### src/rtl/fp_accum_initiator_pkg.sv
// Shared definitions for the FP accumulation initiator: state encoding, word width and
// a few IEEE-754 single-precision constants.
package fp_accum_initiator_pkg;

    localparam int unsigned FP_W = 32;

    typedef logic [1:0] state_t;

    localparam state_t ST_ACCEPT = 2'd0;
    localparam state_t ST_SEND   = 2'd1;
    localparam state_t ST_WAIT_Z = 2'd2;
    localparam state_t ST_EMIT   = 2'd3;

    localparam logic [FP_W-1:0] FP_ONE   = 32'h3F80_0000;
    localparam logic [FP_W-1:0] FP_TWO   = 32'h4000_0000;
    localparam logic [FP_W-1:0] FP_THREE = 32'h4040_0000;
    localparam logic [FP_W-1:0] FP_SIX   = 32'h40C0_0000;

endpackage

### src/rtl/fp_accum_initiator_stb_port.sv
// One-word stb/ack output holder: keeps the word stable while its strobe is up and
// remembers that its transfer has completed until the pair is retired.
module fp_stb_port
    import fp_accum_initiator_pkg::*;
(
    input  logic            clk,
    input  logic            rst,
    input  logic            load,
    input  logic [FP_W-1:0] load_data,
    input  logic            active,
    input  logic            clear,
    input  logic            ack,
    output logic [FP_W-1:0] data,
    output logic            stb,
    output logic            done,
    output logic            xfer
);

    logic [FP_W-1:0] data_q;
    logic            done_q;

    assign stb  = active & ~done_q;
    assign xfer = stb & ack;
    assign data = data_q;
    assign done = done_q;

    always_ff @(posedge clk or negedge rst) begin
        if (!rst) begin
            data_q <= '0;
            done_q <= 1'b0;
        end else begin
            if (load) begin
                data_q <= load_data;
            end
            // Retiring the pair wins over a same-edge transfer so the next pair starts clean.
            if (clear) begin
                done_q <= 1'b0;
            end else if (xfer) begin
                done_q <= 1'b1;
            end
        end
    end

endmodule

### src/rtl/fp_accum_initiator.sv
// Sums groups of single-precision values by driving (running_sum, element) pairs into a
// shared stb/ack FP adder, then presents one sum and element count per group.
module fp_accum_initiator
    import fp_accum_initiator_pkg::*;
#(
    parameter int unsigned CNT_W = 8
) (
    input  logic             clk,
    input  logic             rst,
    input  logic [FP_W-1:0]  in_data,
    input  logic             in_valid,
    input  logic             in_last,
    output logic             in_ready,
    output logic [FP_W-1:0]  adder_a,
    output logic             adder_a_stb,
    input  logic             adder_a_ack,
    output logic [FP_W-1:0]  adder_b,
    output logic             adder_b_stb,
    input  logic             adder_b_ack,
    input  logic [FP_W-1:0]  adder_z,
    input  logic             adder_z_stb,
    output logic             adder_z_ack,
    output logic [FP_W-1:0]  sum_data,
    output logic [CNT_W-1:0] sum_count,
    output logic             sum_valid,
    input  logic             sum_ready
);

    state_t           state_q, state_d;
    logic             first_q;
    logic             last_q;
    logic [FP_W-1:0]  acc_q;
    logic [CNT_W-1:0] cnt_q, cnt_inc;

    logic in_xfer, z_xfer, sum_xfer;
    logic send, load_pair, pair_done;
    logic a_done, a_xfer, b_done, b_xfer;

    assign in_ready    = (state_q == ST_ACCEPT);
    assign adder_z_ack = (state_q == ST_WAIT_Z);
    assign sum_valid   = (state_q == ST_EMIT);
    assign sum_data    = acc_q;
    assign sum_count   = cnt_q;

    assign send      = (state_q == ST_SEND);
    assign in_xfer   = in_valid & in_ready;
    assign z_xfer    = adder_z_stb & adder_z_ack;
    assign sum_xfer  = sum_valid & sum_ready;
    assign load_pair = in_xfer & ~first_q;
    // Both halves of the pair are complete once each has transferred, possibly on this edge.
    assign pair_done = send & (a_done | a_xfer) & (b_done | b_xfer);

    assign cnt_inc = first_q ? CNT_W'(1) : ((&cnt_q) ? cnt_q : cnt_q + CNT_W'(1));

    fp_stb_port u_port_a (
        .clk       (clk),
        .rst       (rst),
        .load      (load_pair),
        .load_data (acc_q),
        .active    (send),
        .clear     (pair_done),
        .ack       (adder_a_ack),
        .data      (adder_a),
        .stb       (adder_a_stb),
        .done      (a_done),
        .xfer      (a_xfer)
    );

    fp_stb_port u_port_b (
        .clk       (clk),
        .rst       (rst),
        .load      (load_pair),
        .load_data (in_data),
        .active    (send),
        .clear     (pair_done),
        .ack       (adder_b_ack),
        .data      (adder_b),
        .stb       (adder_b_stb),
        .done      (b_done),
        .xfer      (b_xfer)
    );

    always_comb begin
        state_d = state_q;
        case (state_q)
            ST_ACCEPT: begin
                if (in_xfer) begin
                    if (first_q) begin
                        state_d = in_last ? ST_EMIT : ST_ACCEPT;
                    end else begin
                        state_d = ST_SEND;
                    end
                end
            end
            ST_SEND: begin
                if (pair_done) begin
                    state_d = ST_WAIT_Z;
                end
            end
            ST_WAIT_Z: begin
                if (z_xfer) begin
                    state_d = last_q ? ST_EMIT : ST_ACCEPT;
                end
            end
            ST_EMIT: begin
                if (sum_xfer) begin
                    state_d = ST_ACCEPT;
                end
            end
            default: state_d = ST_ACCEPT;
        endcase
    end

    always_ff @(posedge clk or negedge rst) begin
        if (!rst) begin
            state_q <= ST_ACCEPT;
            first_q <= 1'b1;
            last_q  <= 1'b0;
            acc_q   <= '0;
            cnt_q   <= '0;
        end else begin
            state_q <= state_d;
            if (in_xfer) begin
                cnt_q <= cnt_inc;
                if (first_q) begin
                    acc_q   <= in_data;
                    first_q <= 1'b0;
                end else begin
                    last_q <= in_last;
                end
            end
            if (z_xfer) begin
                acc_q <= adder_z;
            end
            if (sum_xfer) begin
                first_q <= 1'b1;
            end
        end
    end

endmodule

### config.mk
export PLATFORM = sky130hd
export DESIGN_NAME = fp_accum_initiator
export DESIGN_NICKNAME = d
export VERILOG_FILES = /design/src/rtl/fp_accum_initiator_pkg.sv /design/src/rtl/fp_accum_initiator_stb_port.sv /design/src/rtl/fp_accum_initiator.sv
export SDC_FILE = /design/constraint.sdc
export NUM_CORES = 1
export LEC_CHECK = 0
export ABC_AREA = 1
export CORE_MARGIN = 1
export CORE_UTILIZATION = 36
export DETAILED_ROUTE_END_ITERATION = 10
export GPL_ROUTABILITY_DRIVEN = 0
export PLACE_DENSITY = 0.7
export SYNTH_ARGS = -nofsm -noshare
export SYNTH_HDL_FRONTEND = slang
export SYNTH_SLANG_ARGS = --single-unit
### constraint.sdc
create_clock -name clk -period 1.2 [get_ports clk]
set_input_delay 0.18 -clock clk [delete_from_list [all_inputs] [get_ports clk]]
set_output_delay 0.18 -clock clk [all_outputs]
set_load 0.01 [all_outputs]
==> results.ini, run 1 <==
[finish]
final_util=0.6048
n_antenna_cell=0
fin_area_sq_um=8009
area_growth_pct=64.42
drive_gt1_frac=0.2036
nets=898

[floorplan]
num_io_pins=181
die_w_um=118.3
core_area_sq_um=13240
start_util=0.3678
core.rowCount=42
die_area_sq_um=14000
die_h_um=118.3

[clock_tree]
worstSkewPairLatency_ps=340
clock-root-buffer=clkbuf_16
clock_sinks=110
cts-buffers-inserted=9
clk_pin_slew_ps=70
htreeDepth=3
tritoncts=done
cts_buffer_depth=2

[power]
irDropWorstVdd_uv=1130
p_leak_nw=3.906
p_per_area_nw_per_um2=2521
power_mw=20.19

[logic_synthesis]
yosysMostFrequentCell=nand2_1
yosysWarnings=0
synth_top_area_share=0.5600
syn_area_sq_um=4871
synth.avg_cell_area_sq_um=8.298
synth_cell_types=23
synth_flop_cell=dfrtp_1
synth.area.top_cells=dfrtp_1, nand2_1, nand3_1
syn_inst=587
synth_nets=660
synth-edff-count=0
yosys_register_bits=110
synthTopCellsByCount=nand2_1, dfrtp_1, nand3_1
async_flop_share=1.000
synth_top_area_cell=dfrtp_1
synth-seq-area-share=0.5654

[status]
status=complete, but fails checks
failed_checks=negative setup slack

[global_route]
grtUsageTotal=0.2202
grt_overflow_total=0
grt_start_max_net_pins=47
grt_pass1_vias=4793
antenna_found_initial=0
grt_pass1_wl_um=24270

[setup_path]
arrival_ps=1670
cp_num_buf_inv=4
worst_setup_path_end_kind=flip-flop
slowest_stage=dfrtp_1
cp-start-kind=flip-flop
critPathTopFamily=buffers and inverters
critical_path.max_stage_delay_ps=410
critical_path_class=reg -> reg
crit_chain=buf_6 -> nor2_4 -> nand2_4 -> inv_6 -> buf_6 -> buf_12 -> nand2_8 -> nor2_4 -> nor2_1
required_ps=1430
cp_max_fo=8

[worst_hold_path]
hold_path_class=in -> async

[place]
place_area_sq_um=7127
dp_hpwl_um=10750
port_buffers=180

[timing]
setup_viol_count_final=113
period_minus_slack_ps=1441
slew_headroom=0.8123
hold_viol_final=0
final.setup.worst_slack_ps=-240.8
worst_pin_slew_ps=280.7
grt_setup_unrepaired=yes
fmax_ghz=0.6940
fin_crit_sh=1.201
whs_ps=204.9
totalNegativeSetupSlack_ps=-21610
slew_viol_final=0
skew_ps=8.580

[routing]
highest_layer=met4
wl_um=15900
wl_per_cell_um=15.81
dr_wl_met3_um=649
vias=4906
met2_wirelength_um=8007
ant_nets=0
drc=0
viasPerCell=4.877
drtPass1Iterations=5
wl_met1_um=6632
detail_route.iter0.violations=329

[job]
maxCapViolations=0

flip-flops by register name, indices dropped and copies added (netlist names):
register / cells
state_q: 2
last_q: 1
sum_count: 8
u_port_a.data: 32
u_port_a.done: 1
u_port_b.done: 1
sum_data: 32
u_port_b.data: 32
first_q: 1
repair_timing:
item / 4_1_cts / 5_1_grt
pin swaps: 9 / 5
endpoints found under the hold margin: 109 / 0
setup endpoints to repair: 216 / 146
resized for setup: 283 / 60
setup buffers: 23 / 11
hold buffers: 1 / 0
cloned: 3 / 6
area by class of cell:
cell class	count	area, sq um
Fill cell	1183	5234
Sequential cell	110	2755
Timing Repair Buffer	258	2609
Multi-Input combinational cell	397	1953
Clock buffer	10	229.0
Tap cell	176	220.2
Inverter	49	188.9
Clock inverter	6	53.80
cells in the final DEF, fill, tap and decap left out, drive strengths merged, types with 2 or more instances in the layout:
master           n
clkinv           2
clkdlybuf4s15   88
buf             82
clkdlybuf4s50   70
clkbuf          26
nand2          206
dfrtp          109
inv             52
a21oi           17
nor2            31
nand3           63
o21ai           77
kinds of logic after synthesis:
kind of cell	Yosys count	share of synthesized area
AO/OA/AOI/OAI	96	0.1017
AND/OR/NAND/NOR	298	0.2525
adder cells (fa/ha/maj)	1	0.002568
buffers and inverters	82	0.07783
flip-flops	110	0.5654
power by group:
part / leakage (nW) / total (mW) / internal [mW] / switching (mW)
Sequential: 1.35 / 6.54 / 5.44 / 1.10
Clock: 0.136 / 2.84 / 1.45 / 1.39
Combinational: 2.42 / 10.8 / 5.25 / 5.55
Total: 3.91 / 20.2 / 12.1 / 8.05
worst reg2reg max path, cell delays in order (launching register included):
cell and delay, ps:
dfrtp_1 410, buf_6 140, nor2_4 120, nand2_4 100
inv_6 120, buf_6 110, buf_12 120, nand2_8 90
nor2_4 90, nor2_1 50
through the flow:
step / cells / setup slack [ps]
after global placement: 946 / -327.5
final: 1006 / -240.8
after floorplan: 587 / -164.0
after global routing: 1006 / -326.7
after CTS: 989 / -224.3
after detailed placement: 946 / -311.9
worst paths after layout:
path / slack [ps] / endpoint / depth (start not counted) / start
worst max-delay path: -240 / sum_count[6] / 9 / state_q[1]
worst min-delay path: 200 / u_port_b.data[26] / 2 / rst
worst max register to register: -240 / sum_count[6] / 9 / state_q[1]
worst min register to register: 470 / last_q / 2 / last_q
max in group asynchronous: 500 / first_q / 3 / rst
min in group clk: 420 / u_port_b.data[7] / 3 / in_data[7]
layer usage:
layer  up-vias  global-route usage
met5         -                   0
met1      2344              0.2762
li1       2352                   -
met3        39             0.03185
met4         0              0.1002
met2       171              0.3754
Power figures use the tool's default switching activity.
==> inputs of run 2 (changes only) <==
--- a/config.mk
+++ b/config.mk
@@ -6,11 +6,13 @@
 export NUM_CORES = 1
 export LEC_CHECK = 0
 export ABC_AREA = 1
+export CELL_PAD_IN_SITES_DETAIL_PLACEMENT = 1
+export CELL_PAD_IN_SITES_GLOBAL_PLACEMENT = 2
 export CORE_MARGIN = 1
-export CORE_UTILIZATION = 36
+export CORE_UTILIZATION = 22
 export DETAILED_ROUTE_END_ITERATION = 10
 export GPL_ROUTABILITY_DRIVEN = 0
-export PLACE_DENSITY = 0.7
+export PLACE_DENSITY_LB_ADDON = 0.1
 export SYNTH_ARGS = -nofsm -noshare
 export SYNTH_HDL_FRONTEND = slang
 export SYNTH_SLANG_ARGS = --single-unit
==> results.ini, run 2 (same netlist as run 1, synthesis figures left out) <==
[status]
status=complete, but fails checks
failed_checks=negative setup slack

[setup_path]
cp_max_fo=11
critPathTopFamily=buffers and inverters
endpoint=u_port_b.data[5]
crit_cells=9
slowest_stage=dfrtp_2
r2r_slack_ps=-320
crit_chain=buf_4 -> nor2_4 -> nand2_4 -> inv_6 -> nand2_8 -> buf_6 -> clkbuf_16 -> nand2_1 -> o21ai_1
arrival_ps=1770
critical_path.max_stage_delay_ps=430
critPathLaunch=state_q[0]
rr_startpoint=state_q[0]
cp-start-kind=flip-flop
worst_setup_path_end_kind=flip-flop
critical_path_class=reg -> reg
required_ps=1450
cp_num_buf_inv=4
reg2reg_to=u_port_b.data[5]
r2r_cells=9

[finish]
multi_input_area_sq_um=2067
mostFrequentLayoutCells=nand2_1, dfrtp_1, clkdlybuf4s50_1
area_growth_pct=72.59
nFillCells=2540
drive_gt1_frac=0.3441
nets=931
layout_commonest_cell=nand2_1
regArea_sq_um=2755
fin_cells=1144

[routing]
wl_um=19410
wl_per_cell_um=16.97
vias=4939
drc=0
detail_route.iter0.violations=147
ant_nets=0
viasPerCell=4.317
drtPass1Iterations=4

[floorplan]
core.rowCount=54
start_util=0.2239
die_w_um=150.8
core_area_sq_um=21760
die_h_um=150.8
num_io_pins=181
die_area_sq_um=22740

[timing]
worst_pin_slew_ps=288.3
period_minus_slack_ps=1525
hold_viol_final=0
totalNegativeSetupSlack_ps=-29520
whs_ps=220.0
slew_headroom=0.8071
slew_viol_final=0
skew_ps=10.63
fin_crit_sh=1.271
setup_viol_count_final=115
grt_setup_unrepaired=yes
final.setup.worst_slack_ps=-324.7
fmax_ghz=0.6559

[place]
post-place-cells=1062
port_buffers=180
dp_slack_ps=-338.5
dp_hpwl_um=12890

[clock_tree]
clk_pin_slew_ps=80
worstSkewPairLatency_ps=360
tritoncts=done
clock-root-buffer=clkbuf_16
htreeDepth=3
cts_buffer_depth=2
clock_sinks=110
cts-buffers-inserted=9

[worst_hold_path]
hold_path_class=in -> async

[global_route]
grt_pass1_wl_um=27930
grt_pass1_vias=5029
grt_overflow_total=0
antenna_found_initial=0
grt_start_max_net_pins=42
grtUsageTotal=0.1634

[power]
irDropWorstVdd_uv=777.0
p_per_area_nw_per_um2=2529
p_leak_nw=4.207

[job]
maxCapViolations=0

run 2: cell count changes in the layout (fill, tap and decap cells not counted), moves of 5 or more:
cell and change:
o21ai_2 +12, clkbuf_16 +6, buf_2 +24, o21ai_1 -13, clkbuf_2 +39, clkdlybuf4s15_2 +7
nand3_1 -5, nand3_2 +5, nand2_4 +7, clkdlybuf4s15_1 -69, buf_4 +19
run 2: what timing repair did:
| item | 4_1_cts | 5_1_grt |
|---|---|---|
| hold buffers | 1 | 0 |
| setup endpoints to repair | 217 | 194 |
| setup buffers | 32 | 20 |
| gates cloned | 4 | 10 |
| gates resized for setup | 298 | 181 |
| pin swaps | 8 | 15 |
| endpoints found under the hold margin | 109 | 0 |
run 2: worst min-delay path by stage:
stage	from	to	slack, ps	depth (start not counted)
after global placement	rst	u_port_a.data[11]	70	1
after detailed placement	rst	u_port_a.data[7]	70	1
after floorplan	rst	last_q	-120	0
final	rst	u_port_a.data[7]	220	2
after CTS	rst	u_port_a.data[7]	210	2
after global routing	rst	u_port_a.data[7]	230	2
run 2: per-stage QoR:
| stage | power (mW) | util | area (sq um) |
|---|---|---|---|
| 5_1_grt | 22.89 | 0.3863 | 8404 |
| 2_1_floorplan | 10.80 | - | 4915 |
| 3_5_place_dp | 16.68 | 0.3383 | 7360 |
| 3_3_place_gp | 16.45 | 0.3383 | 7360 |
| 4_1_cts | 20.34 | 0.3722 | 8097 |
| 6_report | 21.26 | 0.3864 | 8407 |
run 2: metal layers:
metal,vias up,share of wire,routed length (um),track usage
met5,-,0,0,0
met4,0,0.011,216,0.04650
met3,18,0.038,742,0.03133
met2,101,0.49,9539,0.2773
met1,2398,0.46,8913,0.2103
li1,2422,-,-,-
run 2: worst register-to-register path: cells and delay by family (launching register included):
kind,cells,cell delay (ps)
flops,1,430
buf+inv,4,570
simple gates,4,360
compound gates,1,50
run 2: cell type report:
class                   count  area share
flip-flops and latches    110      0.3277
repair buffers            292      0.3277
multi-input cells         396      0.2459
well taps                 280     0.04167
clock buffers              10     0.02724
inverters                  49     0.02277
clock inverters             6    0.006697
diodes                      1   0.0002977
run 2: power by group:
part / internal [mW] / switching (mW)
clock: 1.46 / 1.54
sequential: 5.44 / 1.01
combinational: 5.72 / 6.10
